<file path="config.mk">
export PLATFORM = sky130hd
export DESIGN_NAME = mem_tlb_op_ctrl
export DESIGN_NICKNAME = d
export VERILOG_FILES = /design/src/rtl/mem_tlb_op_ctrl.sv
export SDC_FILE = /design/constraint.sdc
export NUM_CORES = 1
export LEC_CHECK = 0
export CAP_MARGIN = 30
export CORE_MARGIN = 2
export CORE_UTILIZATION = 53
export DETAILED_ROUTE_END_ITERATION = 16
export PLACE_DENSITY = 0.85
export SLEW_MARGIN = 20
export SYNTH_ARGS = -nofsm -noshare
export SYNTH_HDL_FRONTEND = slang
export SYNTH_SLANG_ARGS = --single-unit
</file>
<file path="constraint.sdc">
create_clock -name clk -period 5.59 [get_ports clk]
set_clock_uncertainty 0.05 [all_clocks]
set_input_delay 0.559 -clock clk [delete_from_list [all_inputs] [get_ports clk]]
set_output_delay 0.559 -clock clk [all_outputs]
set_load 0.02 [all_outputs]
</file>
<file path="src/rtl/mem_tlb_op_ctrl.sv">
// mem_tlb_op_ctrl
//   Sequences TLBP / TLBR / TLBWI / TLBWR while the instruction sits in MEM.
//   It holds the EXE->MEM register through the hazard unit and shares the
//   single TLB port with the data-side translation path. It also owns the
//   CP0 Random counter and requests a refetch after TLB-modifying ops.
//
// Ports
//   clk, rst                  clock, asynchronous active-high reset
//   MEM_Valid, MEM_Is*        MEM stage instruction qualifiers
//   MEM_TLBWIorR              1 = TLBWI, 0 = TLBWR (with MEM_IsTLBW)
//   MEM_PC                    PC of the MEM instruction
//   Exc_Flush                 exception / eret flush
//   DTLB_Busy                 data-side lookup outstanding on the TLB port
//   CP0_Index, CP0_Wired      CP0 Index.index and Wired values
//   CP0_Wired_Wr              MTC0 to Wired this cycle
//   TLB_Stall                 hold EXE->MEM
//   DTLB_Hold                 data side must keep off the TLB port
//   TLB_Probe/Read/Write_En   single-cycle strobes to the TLB
//   TLB_Idx                   index for TLB read / write
//   CP0_Probe_Wr, CP0_Read_Wr latch the TLB result into CP0
//   Refetch_Req, Refetch_PC   fetch redirect after TLBR / TLBW
//   CP0_Random                current Random value
//   dbg_state                 FSM state (IDLE=0 WAIT=1 ISSUE=2 RESP=3 DONE=4)
//
// Handshake: a TLB op in MEM acts as "valid"; the stage is accepted (leaves
// MEM) only in a cycle where TLB_Stall is low. TLB_Stall drops exactly once
// per op, in DONE, so the instruction advances on that edge and the next
// IDLE cycle always sees a new instruction.
module mem_tlb_op_ctrl #(
    parameter int TLB_ENTRIES = 16,
    parameter int IDX_W       = $clog2(TLB_ENTRIES)
) (
    input  logic             clk,
    input  logic             rst,
    input  logic             MEM_Valid,
    input  logic             MEM_IsTLBP,
    input  logic             MEM_IsTLBR,
    input  logic             MEM_IsTLBW,
    input  logic             MEM_TLBWIorR,
    input  logic [31:0]      MEM_PC,
    input  logic             Exc_Flush,
    input  logic             DTLB_Busy,
    input  logic [IDX_W-1:0] CP0_Index,
    input  logic [IDX_W-1:0] CP0_Wired,
    input  logic             CP0_Wired_Wr,
    output logic             TLB_Stall,
    output logic             DTLB_Hold,
    output logic             TLB_Probe_En,
    output logic             TLB_Read_En,
    output logic             TLB_Write_En,
    output logic [IDX_W-1:0] TLB_Idx,
    output logic             CP0_Probe_Wr,
    output logic             CP0_Read_Wr,
    output logic             Refetch_Req,
    output logic [31:0]      Refetch_PC,
    output logic [IDX_W-1:0] CP0_Random,
    output logic [2:0]       dbg_state
);

    localparam logic [IDX_W-1:0] RAND_TOP = IDX_W'(TLB_ENTRIES - 1);

    typedef enum logic [2:0] {
        S_IDLE  = 3'd0,
        S_WAIT  = 3'd1,
        S_ISSUE = 3'd2,
        S_RESP  = 3'd3,
        S_DONE  = 3'd4
    } state_t;

    state_t           state;
    logic             op;
    logic             start;
    logic             go_issue;
    logic             lat_p, lat_r, lat_w, lat_wi;
    logic             cur_p, cur_r, cur_w, cur_wi;
    logic [31:0]      pc_q;
    logic             flush_seen;
    logic [IDX_W-1:0] random_nxt;
    logic [IDX_W-1:0] idx_sel;

    assign op    = MEM_Valid & (MEM_IsTLBP | MEM_IsTLBR | MEM_IsTLBW);
    assign start = (state == S_IDLE) & op & ~Exc_Flush;

    // Enter ISSUE straight from IDLE or after WAIT, once the port is free.
    assign go_issue = (start | ((state == S_WAIT) & ~Exc_Flush)) & ~DTLB_Busy;

    // Only the IDLE-detect cycle stalls combinationally; after that the
    // stall is a pure decode of the state register.
    assign TLB_Stall = (state == S_IDLE) ? (start & ~rst) : (state != S_DONE);
    assign dbg_state = state;

    // Op type for the ISSUE set-up: live inputs when leaving IDLE directly,
    // latched copy when leaving WAIT.
    always_comb begin
        cur_p  = lat_p;
        cur_r  = lat_r;
        cur_w  = lat_w;
        cur_wi = lat_wi;
        if (state == S_IDLE) begin
            cur_p  = MEM_IsTLBP;
            cur_r  = MEM_IsTLBR;
            cur_w  = MEM_IsTLBW;
            cur_wi = MEM_TLBWIorR;
        end
    end

    // Random counts down from the top, wrapping at Wired. When Wired is at
    // or above the top the compare is always true, so Random parks at top.
    always_comb begin
        random_nxt = CP0_Random - IDX_W'(1);
        if (CP0_Wired_Wr || (CP0_Random <= CP0_Wired)) begin
            random_nxt = RAND_TOP;
        end
    end

    // TLB_Idx is registered on entry to ISSUE; for TLBWR it takes the Random
    // value that CP0_Random shows during that ISSUE cycle.
    assign idx_sel = (cur_w & ~cur_wi) ? random_nxt : CP0_Index;

    always_ff @(posedge clk or posedge rst) begin
        if (rst) begin
            state        <= S_IDLE;
            lat_p        <= 1'b0;
            lat_r        <= 1'b0;
            lat_w        <= 1'b0;
            lat_wi       <= 1'b0;
            pc_q         <= '0;
            flush_seen   <= 1'b0;
            DTLB_Hold    <= 1'b0;
            TLB_Probe_En <= 1'b0;
            TLB_Read_En  <= 1'b0;
            TLB_Write_En <= 1'b0;
            TLB_Idx      <= '0;
            CP0_Probe_Wr <= 1'b0;
            CP0_Read_Wr  <= 1'b0;
            Refetch_Req  <= 1'b0;
            Refetch_PC   <= '0;
            CP0_Random   <= RAND_TOP;
        end else begin
            CP0_Random   <= random_nxt;
            TLB_Probe_En <= 1'b0;
            TLB_Read_En  <= 1'b0;
            TLB_Write_En <= 1'b0;
            CP0_Probe_Wr <= 1'b0;
            CP0_Read_Wr  <= 1'b0;
            Refetch_Req  <= 1'b0;

            case (state)
                S_IDLE: begin
                    flush_seen <= 1'b0;
                    if (start) begin
                        lat_p  <= MEM_IsTLBP;
                        lat_r  <= MEM_IsTLBR;
                        lat_w  <= MEM_IsTLBW;
                        lat_wi <= MEM_TLBWIorR;
                        pc_q   <= MEM_PC;
                        state  <= DTLB_Busy ? S_WAIT : S_ISSUE;
                    end
                end
                S_WAIT: begin
                    // A flush here aborts before the TLB was touched.
                    if (Exc_Flush) begin
                        state <= S_IDLE;
                    end else if (!DTLB_Busy) begin
                        state <= S_ISSUE;
                    end
                end
                S_ISSUE: begin
                    state        <= S_RESP;
                    CP0_Probe_Wr <= lat_p;
                    CP0_Read_Wr  <= lat_r;
                    if (Exc_Flush) begin
                        flush_seen <= 1'b1;
                    end
                end
                S_RESP: begin
                    // The TLB access is committed; a flush only cancels the
                    // redirect, since the flush itself already refetches.
                    state       <= S_DONE;
                    DTLB_Hold   <= 1'b0;
                    Refetch_Req <= (lat_r | lat_w) & ~flush_seen & ~Exc_Flush;
                    Refetch_PC  <= pc_q + 32'd4;
                    if (Exc_Flush) begin
                        flush_seen <= 1'b1;
                    end
                end
                S_DONE: begin
                    // MEM advances on this edge, so IDLE sees a new instruction.
                    state <= S_IDLE;
                end
                default: begin
                    state <= S_IDLE;
                end
            endcase

            if (go_issue) begin
                DTLB_Hold    <= 1'b1;
                TLB_Probe_En <= cur_p;
                TLB_Read_En  <= cur_r;
                TLB_Write_En <= cur_w;
                TLB_Idx      <= idx_sel;
            end
        end
    end

endmodule

</file>
[Yosys cells after proc, flatten, opt, wreduce, memory -nomap -nowiden]
Cells that the tools add are included.
Operators by class
  bitwise logic cells: 18
  $add $sub $neg: 2
  multiplexer cells: 22
  equal/unequal tests: 7
  reduce and logical (&&, ||, !) cells: 8
  magnitude comparators: 1
Operator list (number)
  32-bit by 3-bit adder with 32-bit output (second input constant): 1
  1-bit 2-to-1 mux: 14
  3-bit one-hot mux with 4 select lines: 1
  1-bit bitwise AND: 9
  3-bit 2-to-1 mux: 3
  4-bit 2-to-1 mux: 2
  3-bit by 2-bit equality test with 1-bit output (second input constant): 2
  3-bit inequality test (second input constant): 2
  2-bit AND reduction: 3
  1-bit inverter: 5
  4-bit less-or-equal comparator: 1
  1-bit bitwise OR: 4
  2-bit nonzero test: 2
  4-bit by 1-bit subtractor with 4-bit output (second input constant): 1
  3-bit by 1-bit equality test with 1-bit output (second input constant): 1
  3-bit logical NOT: 1
  2-bit 2-to-1 mux: 1
  2-bit by 1-bit inequality test with 1-bit output (second input constant): 1
  2-bit inequality test (second input constant): 1
  1-bit one-hot mux with 2 select lines: 1
  2-bit OR reduction: 1
  1-bit logical OR: 1
Storage, ports and cells
  bits of input ports: 50
  register bits: 87
  word-level logic and storage cells: 75
  output and inout bits: 51

[Depth between registers and ports, before layout]
Gate-level depths: netlist of the first run.
  depth in word-level cells: 8
  mapped depth: 7

[Worst setup path after synthesis of the first run]
Ideal clock, no wire load.
  path type: register to output
  start: reg state[1], in the netlist dbg_state[1]
  end: out TLB_Stall
  arrival: 1.807 ns
  path buffers: 3
  slack: 3.174 ns
  cell stages (with the launch flop): 7
  path through: dfrtp_1 -> buf_6 -> nor3_4 -> nand3b_1 -> buf_4 -> buf_6 -> o21ai_0
On the way
  cells in the longest elaborated chain, start to end: 5
RTL lines
  from (decl): RTL line 70  | state_t state;
  from (signal assigned): RTL line 157  | state <= DTLB_Busy ? S_WAIT : S_ISSUE;
  3-bit logical NOT: RTL line 82, 89
  1-bit bitwise AND (2 in series): RTL line 82  | assign start = (state == S_IDLE) & op & ~Exc_Flush;
  1-bit bitwise AND: RTL line 89  | assign TLB_Stall = (state == S_IDLE) ? (start & ~rst) : (state != S_DONE);
  1-bit 2-to-1 mux (*): RTL line 89
  to (decl): RTL line 46  | output logic TLB_Stall,
Every way passes the cells marked *; elsewhere a longest branch is shown, timed or not.

[Worst setup path in the final report of the first run]
  start: in MEM_IsTLBW
  end: out TLB_Stall
On the way
  cells in the longest elaborated chain, start to end: 6
RTL lines
  from (decl): RTL line 38  | input logic MEM_IsTLBW,
  1-bit bitwise OR: RTL line 81  | assign op = MEM_Valid & (MEM_IsTLBP | MEM_IsTLBR | MEM_IsTLBW);
  1-bit bitwise AND: RTL line 81
  1-bit bitwise AND (2 in series): RTL line 82
  1-bit bitwise AND: RTL line 89
  1-bit 2-to-1 mux: RTL line 89
No other way between the ends.

==> flow_metrics.tcl, run 1 <==
set metrics [dict create \
    root_buffer "clkbuf_8" \
    seqPwrFrac 0.411 \
    arrival_ps 2690 \
    path_class "primary input to output port" \
    fp.dieH_um 91.65 \
    internal_power_mw 1.797 \
    final_cell_mix "100 x clkdlybuf4s50_1, 83 x dfrtp_1, 57 x nand2_1, 29 x mux2_4" \
    maxSlewHeadroom 0.5641 \
    die_w_um 91.65 \
    drt_pass1_iterations 4 \
    yosys.area_share.simple 0.1530 \
    clock.fmax_mhz 302.8 \
    yosys_most_used_dff "dfrtp_1" \
    h-tree-depth 3 \
    drive_gt1_frac 0.1469 \
    fp.coreArea_mm2 0.007331 \
    worst_slack_ps 2288 \
    synth-warning-count 0 \
    critPathBufInv 3 \
    switching_share 0.3617 \
    place_congestion 0.8512 \
    cpLargestDelayFamily "buffers and inverters" \
    drv_slew 0 \
    outcome "complete, no violations" \
    fin_setup_tns_ps 0 \
    p_clk_frac 0.170 \
    post-cts-setup-buffers 0 \
    power_leakage_nw 2.438 \
    crit_path_max_fanout 37 \
    fin_crit_ps 3302 \
    ys_types 34 \
    synth_compound_area_frac 0.06177 \
    start_kind "primary input" \
    crit_chain "clkdlybuf4s50_1 > o31a_1 > nand3b_1 > buf_4 > o21ai_0 > clkdlybuf4s50_1" \
    dp_slack_ps 2278 \
    cp_slowest_stage_delay_ps 560 \
    grt_max_degree 65 \
    rows 31 \
    synth_nets 413 \
    hold_violations 0 \
    grt_usage 0.2106 \
    antenna_found_initial 0 \
    synth_fa_ha_area_frac 0.01844 \
    path_clk_slew_ps 90 \
    cts_sinks 87 \
    synthXorXnorAreaFrac 0.06454 \
    grtUsageMet2 0.3511 \
    postSynthCellCount 357 \
    drc 0 \
    dr_total_vias 2926 \
    n_antenna_cell 0 \
    numPortBuffers 100 \
    fin_nets 514 \
    ys_seq_area_frac 0.5360 \
    irDropWorstVdd_uv 326.3 \
    power_density_mw_per_mm2 522.8 \
    grt_pass1_vias 2943 \
    gr-total-overflow 0 \
    p_comb_frac 0.420 \
    synth-async-reset-ratio 1.000 \
    r2r_slack_ps 3550 \
    synth-edff-count 0 \
    layout_commonest_cell "clkdlybuf4s50_1" \
    setup-violations-final 0 \
    clockBufferDepth 2 \
    drt-initial-drc-count 127 \
    placed_cells 545 \
    grt_util_met3 0.03287 \
    postSynthAreaPerCell_um2 11.40 \
    ys_seq_elements 87 \
    syn2layout_area_growth_pct 32.24 \
    finalNonFillerCells 562 \
    rsz0062_at_grt "false" \
    tightest_slew_ps 651.4 \
    slowest_stage "clkdlybuf4s50_1" \
    dp_hpwl_um 6038 \
    hold_class "flop to flop" \
    endpoint_kind "output port" \
    wire_per_inst_um 14.86 \
    synthMuxAreaShare 0.1337 \
    avgViaCountPerCell 5.206 \
    io_pins 101 \
    post_cts_resized 0 \
    cpMostUsedCell "clkdlybuf4s50_1" \
    cts_tree "yes" \
    grt_pass1_wl_um 13990 \
    cts_buffers 9 \
    crit_required_ps 4980 \
    start_util 0.5554 \
    clk_latency_ps 360 \
    wirelength_um 8352 \
    cts_hold_buf 0 \
    p_sw_mw 1.018 \
    synth_area_mm2 0.004071 \
    dieArea_mm2 0.008399 \
    synth_top_family_by_area "simple AND/OR/NAND/NOR gates" \
    met1_usage 0.2755 \
    busiest_layer "met2" \
    ant_nets 0 \
    maxCapViolCount 0 \
    finalCritPeriodShare 0.5907 \
]
synthesized netlist by cell type, types with 2 or more instances:
master    number  area, um^2
nor3_4         3       48.80
xnor2_1       10       87.58
and3_1         8       50.05
buf_6          5       56.30
nor4_1         2       12.51
nand4_1       11       68.82
ha_1           6       75.07
o21ai_0       20       100.1
nand3b_1       2       15.01
a21oi_1        4       20.02
nand3_1       15       75.07
o31ai_2        2       25.02
o21ai_1       13       65.06
nand2_1       57       214.0
inv_1         10       37.54
dfstp_2        4       105.1
o31ai_1        2       15.01
nand2b_1       3       18.77
nor2b_1        2       12.51
mux2_2         7       78.83
nor3_1         4       20.02
nor2_1        18       67.56
clkbuf_1       7       26.28
mux2_4        29       435.4
dfrtp_1       83        2077
xor2_1        20       175.2
mux2i_1        3       30.03
logic make-up after synthesis:
logic type | after synthesis
AO/OA/AOI/OAI | 44
AND/OR/NAND/NOR | 127
flip-flops | 87
adder cells (fa/ha/maj) | 6
buffers and inverters | 24
multiplexers | 39
XOR/XNOR | 30
per-layer routing:
layer,vias up,wire [um]
met5,-,0
met4,0,179
met3,16,379
met2,96,4154
met1,1388,3639
li1,1426,-
stage by stage:
step	hold WS, ps	power [mW]	util	cell area [um^2]
after CTS	423.7	2.827	0.7307	5356
after floorplan	369.9	1.893	-	4071
final	421.8	2.815	0.7344	5384
after detailed placement	395.6	2.341	0.7008	5137
after global routing	438.6	3.003	0.7344	5384
after global placement	398.9	2.290	0.6981	5117
flip-flops by register name (all words and copies together) (netlist names):
signal,flops
TLB_Idx,4
CP0_Probe_Wr,1
lat_p,1
TLB_Probe_En,1
lat_w,1
Refetch_Req,1
pc_q,32
lat_wi,1
lat_r,1
CP0_Random,4
CP0_Read_Wr,1
TLB_Read_En,1
Refetch_PC,32
DTLB_Hold,1
TLB_Write_En,1
flush_seen,1
dbg_state,3
path summary, 6_finish.rpt:
check / start / endpoint / depth (start not counted)
worst max-delay path: MEM_IsTLBW / TLB_Stall / 6
worst min-delay path: flush_seen / Refetch_Req / 1
worst max register to register: CP0_Random[0] / TLB_Idx[2] / 6
worst min register to register: flush_seen / Refetch_Req / 1
max in group asynchronous: rst / pc_q[13] / 4
min in group asynchronous: rst / dbg_state[0] / 3
worst reg2reg max path, delay by kind of cell (launching register included):
family	cells	cell delay, ps
AO/OA/AOI/OAI	3	720
adder cells (fa/ha/maj)	1	280
buffers and inverters	1	70
flip-flops	1	570
AND/OR/NAND/NOR	1	250
power groups by stage:
stage          logic (mW)  registers (mW)  clock network, mW
6_report             1.18            1.16              0.477
5_1_grt              1.28            1.20              0.520
4_1_cts              1.18            1.16              0.489
3_5_place_dp         1.17            1.17                  0
3_3_place_gp         1.14            1.15                  0
2_1_floorplan       0.622            1.27                  0
final cells by class:
| cell class | count | area (um^2) |
|---|---|---|
| sequential | 87 | 2182 |
| tap | 99 | 123.9 |
| fill | 519 | 1947 |
| clock inverter | 7 | 95.09 |
| inverter | 10 | 38.79 |
| multi-input combinational | 246 | 1757 |
| clock buffer | 9 | 123.9 |
| timing repair buffer | 104 | 1064 |
Power figures use the tool's default switching activity.
==> inputs of run 2 (changes only) <==
- CORE_UTILIZATION: 53 -> 45
- PLACE_DENSITY: 0.85 -> 0.77
- clock period: 5.59 -> 2.8 ns (I/O delays scaled with it)
==> flow_metrics.tcl, run 2 (synthesized netlist as in run 1, its figures left out) <==
set metrics [dict create \
    rsz0062_at_grt "false" \
    numPortBuffers 100 \
    cts_sinks 87 \
    h-tree-depth 3 \
    dp_slack_ps 459.9 \
    path_clk_slew_ps 90 \
    finalNonFillerCells 572 \
    ant_nets 0 \
    power_density_mw_per_mm2 1021 \
    maxCapViolCount 0 \
    power_leakage_nw 2.415 \
    io_pins 101 \
    irDropWorstVdd_uv 585.8 \
    clockBufferDepth 2 \
    drive_gt1_frac 0.1487 \
    start_util 0.4646 \
    n_antenna_cell 0 \
    crit_required_ps 2470 \
    tightest_slew_ps 841.2 \
    hold_violations 0 \
    outcome "complete, no violations" \
    wl_met2_um 4204 \
    wire_per_inst_um 14.70 \
    final_cell_mix "100 x clkdlybuf4s50_1, 83 x dfrtp_1, 57 x nand2_1, 29 x mux2_4" \
    drt-initial-drc-count 70 \
    hold_class "primary input to async pin" \
    rows 34 \
    grt_max_degree 51 \
    placed_cells 556 \
    syn2layout_area_growth_pct 31.56 \
    nFillCells 732 \
    met1_length_um 3801 \
    cts_tree "yes" \
    endpoint_kind "output port" \
    fin_crit_ps 2491 \
    arrival_ps 2160 \
    cts_buffers 9 \
    start_kind "flop" \
    setup-violations-final 0 \
    fp.dieH_um 99.12 \
    path_class "flop to output port" \
    drc 0 \
    wirelength_um 8410 \
    avgViaCountPerCell 5.098 \
    r2r_slack_ps 820 \
    grt_pass1_vias 2901 \
    post-cts-setup-buffers 0 \
    dp_hpwl_um 6149 \
    gr-total-overflow 0 \
    fin_setup_tns_ps 0 \
    crit_path_max_fanout 10 \
    grt_usage 0.1792 \
    dieArea_mm2 0.009825 \
    drv_slew 0 \
    final_core_util 0.6112 \
    hold_ws_ps 134.7 \
    met3RoutedLength_um 292 \
    finalCritPeriodShare 0.8896 \
    die_w_um 99.12 \
    fp.coreArea_mm2 0.008763 \
    top_layer "met4" \
    place_congestion 0.7946 \
    maxSlewHeadroom 0.4392 \
    dr_total_vias 2916 \
    cts_hold_buf 0 \
    layout_commonest_cell "clkdlybuf4s50_1" \
    clock.fmax_mhz 401.5 \
    grt_pass1_wl_um 14010 \
    post_cts_resized 0 \
    clk_latency_ps 350 \
    reg_top3 "Refetch_PC (32), pc_q (32)" \
    antenna_found_initial 0 \
    worst_slack_ps 309.2 \
    root_buffer "clkbuf_8" \
    fin_nets 515 \
    drt_pass1_iterations 4 \
]
-- run 2: changes by cell type in the layout (fill, tap and decap cells not counted), sizes merged --
cell,before,now
clkinvlp,1,2
inv,11,10
clkbuf,9,11
buf,4,5
bufinv,2,0
-- run 2: stage by stage --
step / total power, mW / instance area (um^2)
after global routing: 5.836 / 5356
after CTS: 5.520 / 5356
after detailed placement: 4.681 / 5164
after global placement: 4.592 / 5164
final: 5.466 / 5356
after floorplan: 3.779 / 4071
-- run 2: final timing paths --
check                         startpoint              to  depth (start not counted)
min reg2reg                   flush_seen     Refetch_Req                          1
min                                  rst  Refetch_PC[27]                          2
max                         dbg_state[1]       TLB_Stall                          4
max reg2reg                CP0_Random[0]      TLB_Idx[2]                          6
max in group asynchronous            rst  Refetch_PC[30]                          3
min in group clk              flush_seen     Refetch_Req                          1
-- run 2: cell type report --
class	instances	area [um^2]	area share
clock inverters	5	41.29	0.007708
clock buffers	11	151.4	0.02826
flip-flops and latches	87	2182	0.4074
inverters	10	38.79	0.007241
well taps	108	135.1	0.02523
multi-input cells	246	1757	0.3280
repair buffers	105	1051	0.1962
-- run 2: critical path, stage by stage (launching register included) --
cell	delay (ps)
dfrtp_1	500
nor3_4	360
nand3b_1	150
o21ai_0	180
clkdlybuf4s50_1	630
-- run 2: where the power goes --
group / switching (mW) / total, mW / internal (mW)
registers: 0.494 / 2.30 / 1.81
clock network: 0.455 / 0.832 / 0.377
logic: 1.08 / 2.33 / 1.26
total: 2.02 / 5.47 / 3.44
-- run 2: routing by layer --
metal / vias to the layer above / GRT usage
met5: - / 0
met4: 0 / 0.04847
met3: 8 / 0.03725
met2: 59 / 0.2947
met1: 1420 / 0.2438
li1: 1429 / -
